**config.mk**
```make
export PLATFORM = sky130hd
export DESIGN_NAME = mux_nx1_pipe_flat
export DESIGN_NICKNAME = d
export VERILOG_FILES = /design/src/rtl/mux_nx1_pipe_if.sv /design/src/rtl/mux_nx1_pipe.sv /design/src/flat_wrapper.sv
export SDC_FILE = /design/constraint.sdc
export NUM_CORES = 1
export LEC_CHECK = 0
export ABC_AREA = 1
export ABC_CLOCK_PERIOD_IN_PS = 2300
export CORE_UTILIZATION = 41
export DETAILED_ROUTE_END_ITERATION = 8
export MAX_ROUTING_LAYER = met4
export PLACE_DENSITY_LB_ADDON = 0.12
export RECOVER_POWER = 25
export SYNTH_ARGS = -nofsm -noshare
export SYNTH_HDL_FRONTEND = slang
export SYNTH_SLANG_ARGS = --single-unit
```
**constraint.sdc**
```tcl
create_clock -name clk -period 2.3 [get_ports clk]
set_input_delay 0.23 -clock clk [delete_from_list [all_inputs] [get_ports clk]]
set_output_delay 0.23 -clock clk [all_outputs]
set_load 0.02 [all_outputs]
```
**src/rtl/mux_nx1_pipe_if.sv**
```systemverilog
// ---------------------------------------------------------------------------
// mux_nx1_pipe_if
// Bundle of the selector's data/handshake signals.
//
// Signals:
//   in_data   [N*WIDTH] : channel i occupies bits [i*WIDTH +: WIDTH]
//   in_valid  [N]       : per-channel data-valid
//   in_ready  [N]       : per-channel accept strobe (one-hot or zero)
//   sel       [SEL_W]   : channel select used in fixed mode
//   mode                : 0 = fixed select, 1 = round-robin scan
//   out_data  [WIDTH]   : registered selected word
//   out_ch    [SEL_W]   : registered source channel index
//   out_valid           : out_data/out_ch hold an unconsumed word
//   out_ready           : downstream accept
//   sel_err             : 1-cycle pulse, fixed mode with sel >= N
//   out_par             : even parity of out_data
//                         (present only with MUX_PIPE_PARITY_EN)
//
// Modports:
//   master : the host side (drives the inputs, consumes the outputs)
//   slave  : the selector itself
// ---------------------------------------------------------------------------
interface mux_nx1_pipe_if #(
  parameter int WIDTH = 8,
  parameter int N     = 4,
  parameter int SEL_W = 2
) ();

  logic [N*WIDTH-1:0] in_data;
  logic [N-1:0]       in_valid;
  logic [N-1:0]       in_ready;
  logic [SEL_W-1:0]   sel;
  logic               mode;
  logic [WIDTH-1:0]   out_data;
  logic [SEL_W-1:0]   out_ch;
  logic               out_valid;
  logic               out_ready;
  logic               sel_err;
`ifdef MUX_PIPE_PARITY_EN
  logic               out_par;

  modport master (
    output in_data, in_valid, sel, mode, out_ready,
    input  in_ready, out_data, out_ch, out_valid, sel_err, out_par
  );

  modport slave (
    input  in_data, in_valid, sel, mode, out_ready,
    output in_ready, out_data, out_ch, out_valid, sel_err, out_par
  );
`else
  modport master (
    output in_data, in_valid, sel, mode, out_ready,
    input  in_ready, out_data, out_ch, out_valid, sel_err
  );

  modport slave (
    input  in_data, in_valid, sel, mode, out_ready,
    output in_ready, out_data, out_ch, out_valid, sel_err
  );
`endif

endinterface

```
**src/rtl/mux_nx1_pipe.sv**
```systemverilog
// ---------------------------------------------------------------------------
// mux_nx1_pipe
// N-to-1 data selector with a single registered output stage and a
// valid/ready handshake. Fixed mode takes the channel from sel; scan mode
// round-robins over the channels presenting valid data. Every captured word
// is tagged with the index of the channel it came from.
//
// Ports:
//   clk   : rising-edge clock
//   rst_n : asynchronous active-low reset
//   bus   : mux_nx1_pipe_if.slave (in_data/in_valid/in_ready, sel, mode,
//           out_data/out_ch/out_valid/out_ready, sel_err[, out_par])
//
// Optional feature: define MUX_PIPE_PARITY_EN to add out_par, the even
// parity of the captured word, registered alongside out_data.
// ---------------------------------------------------------------------------
module mux_nx1_pipe #(
  parameter int WIDTH = 8,
  parameter int N     = 4,
  parameter int SEL_W = 2
) (
  input  logic           clk,
  input  logic           rst_n,
  mux_nx1_pipe_if.slave  bus
);

  // Channel space padded to the full select range so that indexing with any
  // sel/grant value stays in bounds; the padding channels are never valid.
  localparam int              PAD_N   = 1 << SEL_W;
  localparam logic [SEL_W:0]  N_EXT   = (SEL_W + 1)'(N);
  localparam logic [SEL_W-1:0] LAST_CH = SEL_W'(N - 1);

  logic [WIDTH-1:0] ch_data [PAD_N];
  logic [PAD_N-1:0] valid_pad;

  assign valid_pad = PAD_N'(bus.in_valid);

  for (genvar gi = 0; gi < PAD_N; gi++) begin : g_ch
    if (gi < N) begin : g_real
      assign ch_data[gi] = bus.in_data[gi*WIDTH +: WIDTH];
    end else begin : g_pad
      assign ch_data[gi] = '0;
    end
  end

  // -------------------------------------------------------------------------
  // State
  // -------------------------------------------------------------------------
  logic [SEL_W-1:0] ptr_reg,       ptr_next;
  logic [WIDTH-1:0] out_data_reg,  out_data_next;
  logic [SEL_W-1:0] out_ch_reg,    out_ch_next;
  logic             out_valid_reg, out_valid_next;
  logic             sel_err_reg,   sel_err_next;
`ifdef MUX_PIPE_PARITY_EN
  logic             out_par_reg,   out_par_next;
`endif

  // -------------------------------------------------------------------------
  // Grant logic
  // -------------------------------------------------------------------------
  logic             load;
  logic             sel_ok;
  logic             scan_hit;
  logic [SEL_W-1:0] scan_idx;
  logic [SEL_W:0]   cand;
  logic             grant;
  logic [SEL_W-1:0] grant_idx;

  // The output register can take a new word when it is empty or its word is
  // being consumed in this same cycle.
  assign load   = !out_valid_reg || bus.out_ready;
  assign sel_ok = {1'b0, bus.sel} < N_EXT;

  // Round-robin search starting at ptr. Walking offsets from the far end
  // down to 0 lets the nearest valid channel overwrite any farther hit.
  // cand never exceeds 2N-2, so one conditional subtract wraps it.
  always_comb begin
    scan_hit = 1'b0;
    scan_idx = '0;
    cand     = '0;
    for (int i = N - 1; i >= 0; i--) begin
      cand = {1'b0, ptr_reg} + (SEL_W + 1)'(i);
      if (cand >= N_EXT) begin
        cand = cand - N_EXT;
      end
      if (valid_pad[cand[SEL_W-1:0]]) begin
        scan_hit = 1'b1;
        scan_idx = cand[SEL_W-1:0];
      end
    end
  end

  always_comb begin
    grant     = 1'b0;
    grant_idx = '0;
    if (bus.mode) begin
      grant     = load && scan_hit;
      grant_idx = scan_idx;
    end else begin
      grant     = load && sel_ok && valid_pad[bus.sel];
      grant_idx = bus.sel;
    end
  end

  // Accept strobe is held low throughout reset.
  for (genvar gi = 0; gi < N; gi++) begin : g_ready
    assign bus.in_ready[gi] = rst_n && grant && (grant_idx == SEL_W'(gi));
  end

  // -------------------------------------------------------------------------
  // Next-state
  // -------------------------------------------------------------------------
  always_comb begin
    ptr_next       = ptr_reg;
    out_data_next  = out_data_reg;
    out_ch_next    = out_ch_reg;
    out_valid_next = out_valid_reg;
    sel_err_next   = !bus.mode && !sel_ok;
`ifdef MUX_PIPE_PARITY_EN
    out_par_next   = out_par_reg;
`endif

    // The scan pointer only advances on scan-mode grants; fixed mode leaves
    // it untouched so scanning resumes where it left off.
    if (bus.mode && grant) begin
      ptr_next = (grant_idx == LAST_CH) ? '0 : grant_idx + SEL_W'(1);
    end

    if (grant) begin
      out_data_next  = ch_data[grant_idx];
      out_ch_next    = grant_idx;
      out_valid_next = 1'b1;
`ifdef MUX_PIPE_PARITY_EN
      out_par_next   = ^ch_data[grant_idx];
`endif
    end else if (bus.out_ready) begin
      // Drain: data and channel tag keep their last value.
      out_valid_next = 1'b0;
    end
  end

  // -------------------------------------------------------------------------
  // Registers
  // -------------------------------------------------------------------------
  always_ff @(posedge clk or negedge rst_n) begin
    if (!rst_n) begin
      ptr_reg       <= '0;
      out_data_reg  <= '0;
      out_ch_reg    <= '0;
      out_valid_reg <= 1'b0;
      sel_err_reg   <= 1'b0;
`ifdef MUX_PIPE_PARITY_EN
      out_par_reg   <= 1'b0;
`endif
    end else begin
      ptr_reg       <= ptr_next;
      out_data_reg  <= out_data_next;
      out_ch_reg    <= out_ch_next;
      out_valid_reg <= out_valid_next;
      sel_err_reg   <= sel_err_next;
`ifdef MUX_PIPE_PARITY_EN
      out_par_reg   <= out_par_next;
`endif
    end
  end

  assign bus.out_data  = out_data_reg;
  assign bus.out_ch    = out_ch_reg;
  assign bus.out_valid = out_valid_reg;
  assign bus.sel_err   = sel_err_reg;
`ifdef MUX_PIPE_PARITY_EN
  assign bus.out_par   = out_par_reg;
`endif

endmodule

```
**src/flat_wrapper.sv**
```systemverilog
// flat-port wrapper written by rule: the top's interface ports become plain ports
module mux_nx1_pipe_flat 
#(
  parameter int WIDTH = 8,
  parameter int N     = 4,
  parameter int SEL_W = 2
)
  (clk, rst_n, bus_in_data, bus_in_valid, bus_sel, bus_mode, bus_out_ready, bus_in_ready, bus_out_data, bus_out_ch, bus_out_valid, bus_sel_err);
  mux_nx1_pipe_if #(.WIDTH(WIDTH), .N(N), .SEL_W(SEL_W)) bus_i ();
  input  logic clk;
  input  logic rst_n;
  input wire logic [$bits(bus_i.in_data)-1:0] bus_in_data;
  input wire logic [$bits(bus_i.in_valid)-1:0] bus_in_valid;
  input wire logic [$bits(bus_i.sel)-1:0] bus_sel;
  input wire logic [$bits(bus_i.mode)-1:0] bus_mode;
  input wire logic [$bits(bus_i.out_ready)-1:0] bus_out_ready;
  output wire logic [$bits(bus_i.in_ready)-1:0] bus_in_ready;
  output wire logic [$bits(bus_i.out_data)-1:0] bus_out_data;
  output wire logic [$bits(bus_i.out_ch)-1:0] bus_out_ch;
  output wire logic [$bits(bus_i.out_valid)-1:0] bus_out_valid;
  output wire logic [$bits(bus_i.sel_err)-1:0] bus_sel_err;
  assign bus_i.in_data = bus_in_data;
  assign bus_i.in_valid = bus_in_valid;
  assign bus_i.sel = bus_sel;
  assign bus_i.mode = bus_mode;
  assign bus_i.out_ready = bus_out_ready;
  assign bus_in_ready = bus_i.in_ready;
  assign bus_out_data = bus_i.out_data;
  assign bus_out_ch = bus_i.out_ch;
  assign bus_out_valid = bus_i.out_valid;
  assign bus_sel_err = bus_i.sel_err;
  mux_nx1_pipe #(.WIDTH(WIDTH), .N(N), .SEL_W(SEL_W)) u_core (.clk(clk), .rst_n(rst_n), .bus(bus_i));
endmodule
```
# After elaboration in Yosys (flattened, before gate mapping)

Index checks and enable logic that the tools add are counted.

Bits in registers: 13
Bits of input ports: 42
Output and inout port bits: 16
Logic and storage cells: 68

$add $sub $neg: 8
$lt $le $gt $ge: 10
Equality and inequality tests: 3
Mux-type cells: 30
Bitwise logic cells: 1
Reductions and logical operators: 12

Operators by type and width:

| kind                                                | number |
|---|---|
| two-way mux 2 bit                                   | 10 |
| binary-select mux 8 bit (select 2 bit)              | 1 |
| two-way mux 8 bit                                   | 2 |
| < comparator 2 x 3 -> 1 bit, second input constant  | 5 |
| >= comparator 3 bit, second input constant          | 4 |
| two-way mux 1 bit                                   | 12 |
| binary-select mux 1 bit (select 2 bit)              | 5 |
| logical AND 1 bit                                   | 8 |
| subtractor 2 x 1 -> 2 bit, second input constant    | 4 |
| adder 2 x 2 -> 3 bit, second input constant         | 2 |
| equality test 2 bit, second input constant          | 2 |
| adder 2 x 1 -> 3 bit, second input constant         | 1 |
| >= comparator 2 x 3 -> 1 bit, second input constant | 1 |
| inverter 2 -> 3 bit                                 | 1 |
| adder 2 x 1 -> 2 bit, second input constant         | 1 |
| equality test 2 x 1 -> 1 bit, second input constant | 1 |
| zero test 2 bit                                     | 1 |
| nonzero test 2 bit                                  | 1 |
| zero test 1 bit                                     | 1 |
| logical OR 1 bit                                    | 1 |

# Depth between registers and ports, before layout

Gate-level depths: netlist of the first run.

Depth after elaboration: 14
Depth in mapped cells: 16
Gate-level depth less buffers: 15

# Least setup slack after synthesis of the first run

Ideal clock, no wire load.

Path kind: register -> output
From: register u_core.ptr_reg[0]
To: output bus_in_ready[1]
Data arrival time: 1.780 ns
Required time: 2.070 ns
Slack: 0.290 ns
Stages on the path, launching flop included: 12
Path buffers: 2
Path through: dfrtp_1 > buf_6 > nand2_1 > nand3_1 > nand2_1 > nand3_1 > nand2_1 > nand2_1 > nand3_2 > nand2_2 > buf_4 > nor3_1

Cells in the longest elaborated chain, start to end: 13
Elaborated cells between the ends (all ways): 37
Classes of those cells: 7 x add/sub; 4 x order compare; 1 x eq/ne; 22 x mux; 3 x reduce/logical

RTL lines:

| what                                                             | line                                   | RTL |
|---|---|---|
| from (decl)                                                      | mux_nx1_pipe.sv:49                     | `logic [SEL_W-1:0] ptr_reg, ptr_next;` |
| from (signal assigned)                                           | mux_nx1_pipe.sv:156                    | `ptr_reg <= ptr_next;` |
| adder 2 x 2 -> 3 bit                                             | mux_nx1_pipe.sv:82                     | `cand = {1'b0, ptr_reg} + (SEL_W + 1)'(i);` |
| >= comparator 3 bit or subtractor 2 x 1 -> 2 bit (tied branches) | mux_nx1_pipe.sv:83, mux_nx1_pipe.sv:84 |  |
| two-way mux 2 bit                                                | mux_nx1_pipe.sv:83                     | `if (cand >= N_EXT) begin` |
| binary-select mux 1 bit (select 2 bit)                           | mux_nx1_pipe.sv:86                     | `if (valid_pad[cand[SEL_W-1:0]]) begin` |
| two-way mux 1 bit (not written as such)                          | mux_nx1_pipe.sv:86                     |  |
| two-way mux 1 bit (4 in series)                                  | mux_nx1_pipe.sv:86                     |  |
| logical AND 1 bit                                                | mux_nx1_pipe.sv:97                     | `grant = load && scan_hit;` |
| two-way mux 1 bit                                                | mux_nx1_pipe.sv:96                     | `if (bus.mode) begin` |
| logical AND 1 bit                                                | mux_nx1_pipe.sv:107                    | `assign bus.in_ready[gi] = rst_n && grant && (grant_idx == SEL_W'(gi));` |
| logical AND 1 bit (*)                                            | mux_nx1_pipe.sv:107                    |  |
| to (decl)                                                        | flat_wrapper.sv:17                     | `output wire logic [$bits(bus_i.in_ready)-1:0] bus_in_ready;` |

Every way passes the cells marked *; elsewhere a longest branch is shown, timed or not. The select of a mux whose other input is x is not followed.

# Final worst setup path of the first run

Ends and elaborated chain as after synthesis.

==> results.toml, run 1 <==
[status]
status = "finished clean"

[worst_hold_path]
holdCritStartpoint = "u_core.bus.out_data[3]"
hp-class = "reg2reg"

[finish]
antenna_cells = 0
fin_util_pct = 75.0
largest_register_ff_count = 8
fill_cells = 232
area_growth_pct = 73.5
design_area_sq_um = 2070
drive_gt1_share_pct = 24.9
finalNetCount = 325

[clock_network]
postCtsSetupRepairBufs = 0
clk_path_buf_depth = 2
clockRootBuffer = "clkbuf_4"
htreeDepth = 1
numClockSinks = 13
cts_buffers = 3
cts_tree = "done"
clkTransAtPathRegs_ns = 0.07
clock_latency_ns = 0.27

[setup_path]
crit_fanout = 5
end_kind = "primary output"
criticalPathCategory = "reg2out"
start_kind = "register"
worstPathRequired_ns = 2.07
r2r_start = "u_core.ptr_reg[0]"
cp-startpoint = "u_core.ptr_reg[0]"
cp_data_arrival_time_ns = 2.03

[global_route]
met1_usage_pct = 28.6
grt-busiest-layer = "met2"
grt_pass1_wl_um = 5260
grt_util_all_layers_pct = 21.7
grt_use_met2_pct = 34.8
grt_pass1_vias = 1277
met3_usage_pct = 2.09
antenna_found_initial = 0
grt_max_degree = 16
overflow = 0

[timing]
slew-limit-headroom_pct = 55.0
max_freq_mhz = 443
period_minus_slack_ns = 2.26
setup_slack_ns = 0.0414
finalSetupViolations = 0
setup_tns_ns = 0
worst_pin_slew_ns = 0.675
min_period_over_period_pct = 98.2
finClkSkew_ns = 0.00306
slew_viol_final = 0
finalHoldViolations = 0

[synthesis]
synthTopCellsByCount = "nand2_1 (68), inv_1 (42), nand3_1 (36), dfrtp_1 (13), nor2_1 (8)"
synth_area_per_cell_sq_um = 5.82
ys_top_cells_by_area = "dfrtp_1 (27%), nand2_1 (21%), nand3_1 (15%), inv_1 (13%), nor2_1 (2.5%)"
yosysMostFrequentCell = "nand2_1"
ys_ff_latch = 13
syn_nets = 248
synth_area_sq_um = 1190
ys_types = 25
async_flop_share_pct = 100
netlist.area_leader.share_pct = 27.3
syn_inst = 205
yosysWarnings = 0
synthFlopType = "dfrtp_1"
yosysTopAreaCell = "dfrtp_1"
synth-seq-area-share_pct = 27.3
synth_edf_count = 0

[drt]
ant_nets = 0
drt-vias-per-instance = 4.79
vias = 1493
routedWlPerCell_um = 11.1
drc = 0
drt-initial-drc-count = 61
dr.pass1.iters = 6
wl_um = 3460

[power]
total_power_mw = 2.06
peakVddDrop_mv = 0.748
p_per_area_nw_per_um2 = 998
p_leak_nw = 1.11

[job]
maxCapViolations = 0

[floorplanning]
die_w_um = 55.9
fp.dieH_um = 55.9
start_util_pct = 43.2
die-area_sq_um = 3130
std_cell_rows = 19
core_area_sq_um = 2760
io_pins = 58

[placement]
port_buffers = 56
preCtsSetupSlack_ns = -0.330
placed_area_sq_um = 1910
gp_congestion = 0.863
hpwl_um = 2550
cell type report:
class	count	area [sq um]	share of cell area, %
multi-input combinational	140	773	37.4
inverter	45	171	8.29
clock buffer	4	26.3	1.27
sequential	13	327	15.8
tap	31	38.8	1.88
timing repair buffer	79	732	35.4
metrics by stage:
step                instances  hold slack, ns
detailed placement        308           0.464
global route              312           0.498
finish                    312           0.478
global placement          308           0.461
floorplan                 205         -0.0656
CTS                       312           0.318
layout by cell type (no fill, tap or decap), types with 2 or more instances in the layout:
master           synthesis  layout
a21oi_1                  3       3
buf_2                    1       2
buf_4                    2      20
buf_6                    2       4
clkbuf_1                 1       2
clkbuf_4                 0       3
clkdlybuf4s50_1          0      50
dfrtp_1                 13      12
inv_1                   42      37
inv_2                    3       7
nand2_1                 68      58
nand2_2                  3      11
nand2_4                  0       2
nand3_1                 36      31
nand3_2                  2       7
nor2_1                   8       6
nor2_2                   0       2
nor3_2                   0       2
o21ai_0                  5       5
o21ai_4                  0       3
or2_0                    2       2
where the power goes:
part           internal (mW)  total (mW)  switching (mW)  leakage (nW)
combinational          0.687        1.52           0.830         0.938
clock                 0.0673       0.137          0.0702        0.0150
sequential             0.337       0.411          0.0737         0.155
total                   1.09        2.06           0.974          1.11
cell families (layout without fill, tap and decap cells):
family / Yosys count / after routing / share of synthesized area [%]
buffers and inverters: 52 / 128 / 18.4
other: 1 / 1 / 0.314
AO/OA/AOI/OAI: 14 / 14 / 7.34
adder cells (fa/ha/maj): 1 / 1 / 1.05
AND/OR/NAND/NOR: 124 / 124 / 45.6
flip-flops: 13 / 13 / 27.3
worst paths after layout:
path	slack [ns]	cells past startpoint	endpoint
worst max register to register	0.18	14	u_core.bus.out_data[0]
worst min-delay path	0.48	2	u_core.bus.out_data[3]
worst min register to register	0.48	2	u_core.bus.out_data[3]
min in group asynchronous	0.58	2	u_core.bus.out_data[6]
max in group asynchronous	1.25	2	u_core.ptr_reg[0]
worst max-delay path	0.04	12	bus_in_ready[1]
routing by layer:
layer / part of all wire (%) / vias up
li1: - / 780
met1: 43 / 633
met2: 49 / 75
met3: 7.4 / 5
met4: 1.3 / 0
met5: 0 / -
what timing repair did:
action | 4_1_cts | 5_1_grt
pin swaps | 0 | 18
endpoints found under the setup margin | 4 | 4
resized for setup | 19 | 43
hold buffers | 0 | 0
cloned | 0 | 0
worst max-delay path: stages, from the launching register on:
cell and delay [ns]:
dfrtp_2 0.45, buf_6 0.16, o21ai_4 0.14, nand2_1 0.09
nand2_1 0.09, inv_2 0.05, nand2_1 0.05, nand2_1 0.06
nand3_2 0.09, nand2_2 0.09, buf_4 0.16, nor3_4 0.18
buf_6 0.14
Note: power is estimated with default switching activity, not from simulation.
==> inputs of run 2 (changes only) <==
--- a/config.mk
+++ b/config.mk
@@ -7,6 +7,7 @@
 export LEC_CHECK = 0
 export ABC_AREA = 1
 export ABC_CLOCK_PERIOD_IN_PS = 2300
+export CORE_MARGIN = 4
 export CORE_UTILIZATION = 41
 export DETAILED_ROUTE_END_ITERATION = 8
 export MAX_ROUTING_LAYER = met4
@@ -15,3 +16,4 @@
 export SYNTH_ARGS = -nofsm -noshare
 export SYNTH_HDL_FRONTEND = slang
 export SYNTH_SLANG_ARGS = --single-unit
+export TNS_END_PERCENT = 20
==> run 2 against run 1 <==
  * Die area grew 23%
  * First-iteration DRC count shrank 16%
  * Sequential share of layout area grew 0.60 points
  * Count of clock-buffer cells in the layout is the same
  * Maximum frequency grew 2.9%
  * Clock power shrank 4%
  * Clock skew is essentially flat
  * Cell count grew 0.96%
  * Worst setup slack gained 0.064 ns
  * Critical endpoint is now bus_in_ready[0]
  * Largest cell class is now buffers
  * Largest power group unchanged
==> results.toml, run 2 (synthesis gave the netlist of run 1 again) <==
[timing]
finalHoldViolations = 0
setup_tns_ns = 0
rsz0062_at_grt = "yes"
max_freq_mhz = 456
whs_ns = 0.329
slew_viol_final = 0
finalSetupViolations = 0
min_period_over_period_pct = 95.4
setup_slack_ns = 0.105
finClkSkew_ns = 0.00256
period_minus_slack_ns = 2.19

[clock_network]
numClockSinks = 13
clk_path_buf_depth = 2
clockRootBuffer = "clkbuf_4"
cts_buffers = 3
htreeDepth = 1
postCtsHoldBufs = 0
clock_latency_ns = 0.26
cts_tree = "done"
clkTransAtPathRegs_ns = 0.08

[drt]
drt-vias-per-instance = 4.66
routedWlPerCell_um = 10.6
wl_met1_um = 1460
wl_met2_um = 1610
wl_met3_um = 253
wl_um = 3350
drc = 0
top_layer = "met4"
vias = 1468
ant_nets = 0
dr.pass1.iters = 6
drt-initial-drc-count = 51

[placement]
dp_cells = 308
preCtsSetupSlack_ns = -0.325
gp_congestion = 0.846
placed_area_sq_um = 1910
hpwl_um = 2790
port_buffers = 56

[floorplanning]
fp.dieH_um = 61.9
core_area_sq_um = 2760
die-area_sq_um = 3840
die_w_um = 61.9
io_pins = 58
start_util_pct = 43.2
std_cell_rows = 19

[finish]
fill_cells = 240
largest_register_ff_count = 8
finalNetCount = 328
area_growth_pct = 67.1
layout.cells.non_filler = 315
sequential_cell_area_sq_um = 327
drive_gt1_share_pct = 18.3
final_cell_mix = "nand2_1 (68), clkdlybuf4s50_1 (52), inv_1 (41)"
design_area_sq_um = 1990
multi_input_area_sq_um = 682
layout_commonest_cell = "nand2_1"
antenna_cells = 0

[setup_path]
crit_fanout = 5
endpoint = "bus_in_ready[0]"
criticalPathCategory = "reg2out"
r2r_start = "u_core.ptr_reg[0]"
reg2regPathDepth = 14
worstPathRequired_ns = 2.07
start_kind = "register"
cp_data_arrival_time_ns = 1.96
end_kind = "primary output"
r2r_slack_ns = 0.24
cp-startpoint = "u_core.ptr_reg[0]"
rr_endpoint = "u_core.bus.out_data[0]"

[power]
peakVddDrop_mv = 0.826
p_leak_nw = 1.08
p_per_area_nw_per_um2 = 970

[global_route]
overflow = 0
grt_pass1_vias = 1280
grt_pass1_wl_um = 5290
antenna_found_initial = 0
grt_util_all_layers_pct = 18.4
grt_max_degree = 21

[status]
status = "finished clean"

[job]
maxCapViolations = 0

[worst_hold_path]
hp-class = "in2async"
run 2: final cells by class:
| class | instances | area share (%) |
|---|---|---|
| clock buffer | 4 | 1.32 |
| inverter | 45 | 8.48 |
| multi-input combinational | 140 | 34.2 |
| sequential | 13 | 16.4 |
| tap | 31 | 1.95 |
| timing repair buffer | 82 | 37.6 |
run 2: power breakdown:
part           switching, mW  leakage [nW]  internal, mW
combinational          0.740         0.914         0.654
sequential            0.0690         0.155         0.337
clock                 0.0648        0.0150        0.0668
run 2: layer usage:
layer / GRT usage (%) / vias to the layer above
li1: - / 785
met1: 25.0 / 625
met2: 30.8 / 56
met3: 1.24 / 2
met4: 2.73 / 0
met5: - / -
run 2: worst max-delay path: stages, from the launching register on:
cell     delay, ns
dfrtp_2       0.45
buf_6         0.15
o21ai_2       0.14
nand2_1       0.06
nand2_1       0.07
inv_2         0.05
nand4_1       0.10
nand3_2       0.10
inv_2         0.06
nand2_1       0.13
nor3_2        0.21
buf_4         0.17
run 2: how the worst min path moves through the flow:
stage | end | depth (start not counted)
finish | u_core.bus.out_data[2] | 2
global route | u_core.ptr_reg[1] | 2
CTS | u_core.bus.out_data[2] | 2
detailed placement | u_core.bus.out_data[6] | 2
global placement | u_core.bus.out_data[2] | 2
floorplan | u_core.bus.out_ch[0] | 0
run 2: what timing repair did:
item	CTS	global route
pin swaps	0	2
resized for setup	21	13
hold endpoints to repair	0	0
setup buffers	1	2
endpoints found under the setup margin	4	4
run 2: metrics by stage:
stage | utilization (%) | power [mW]
floorplan | - | 1.17
global placement | 69.4 | 1.71
detailed placement | 69.4 | 1.73
CTS | 70.1 | 1.88
global route | 72.2 | 2.13
finish | 72.2 | 1.93
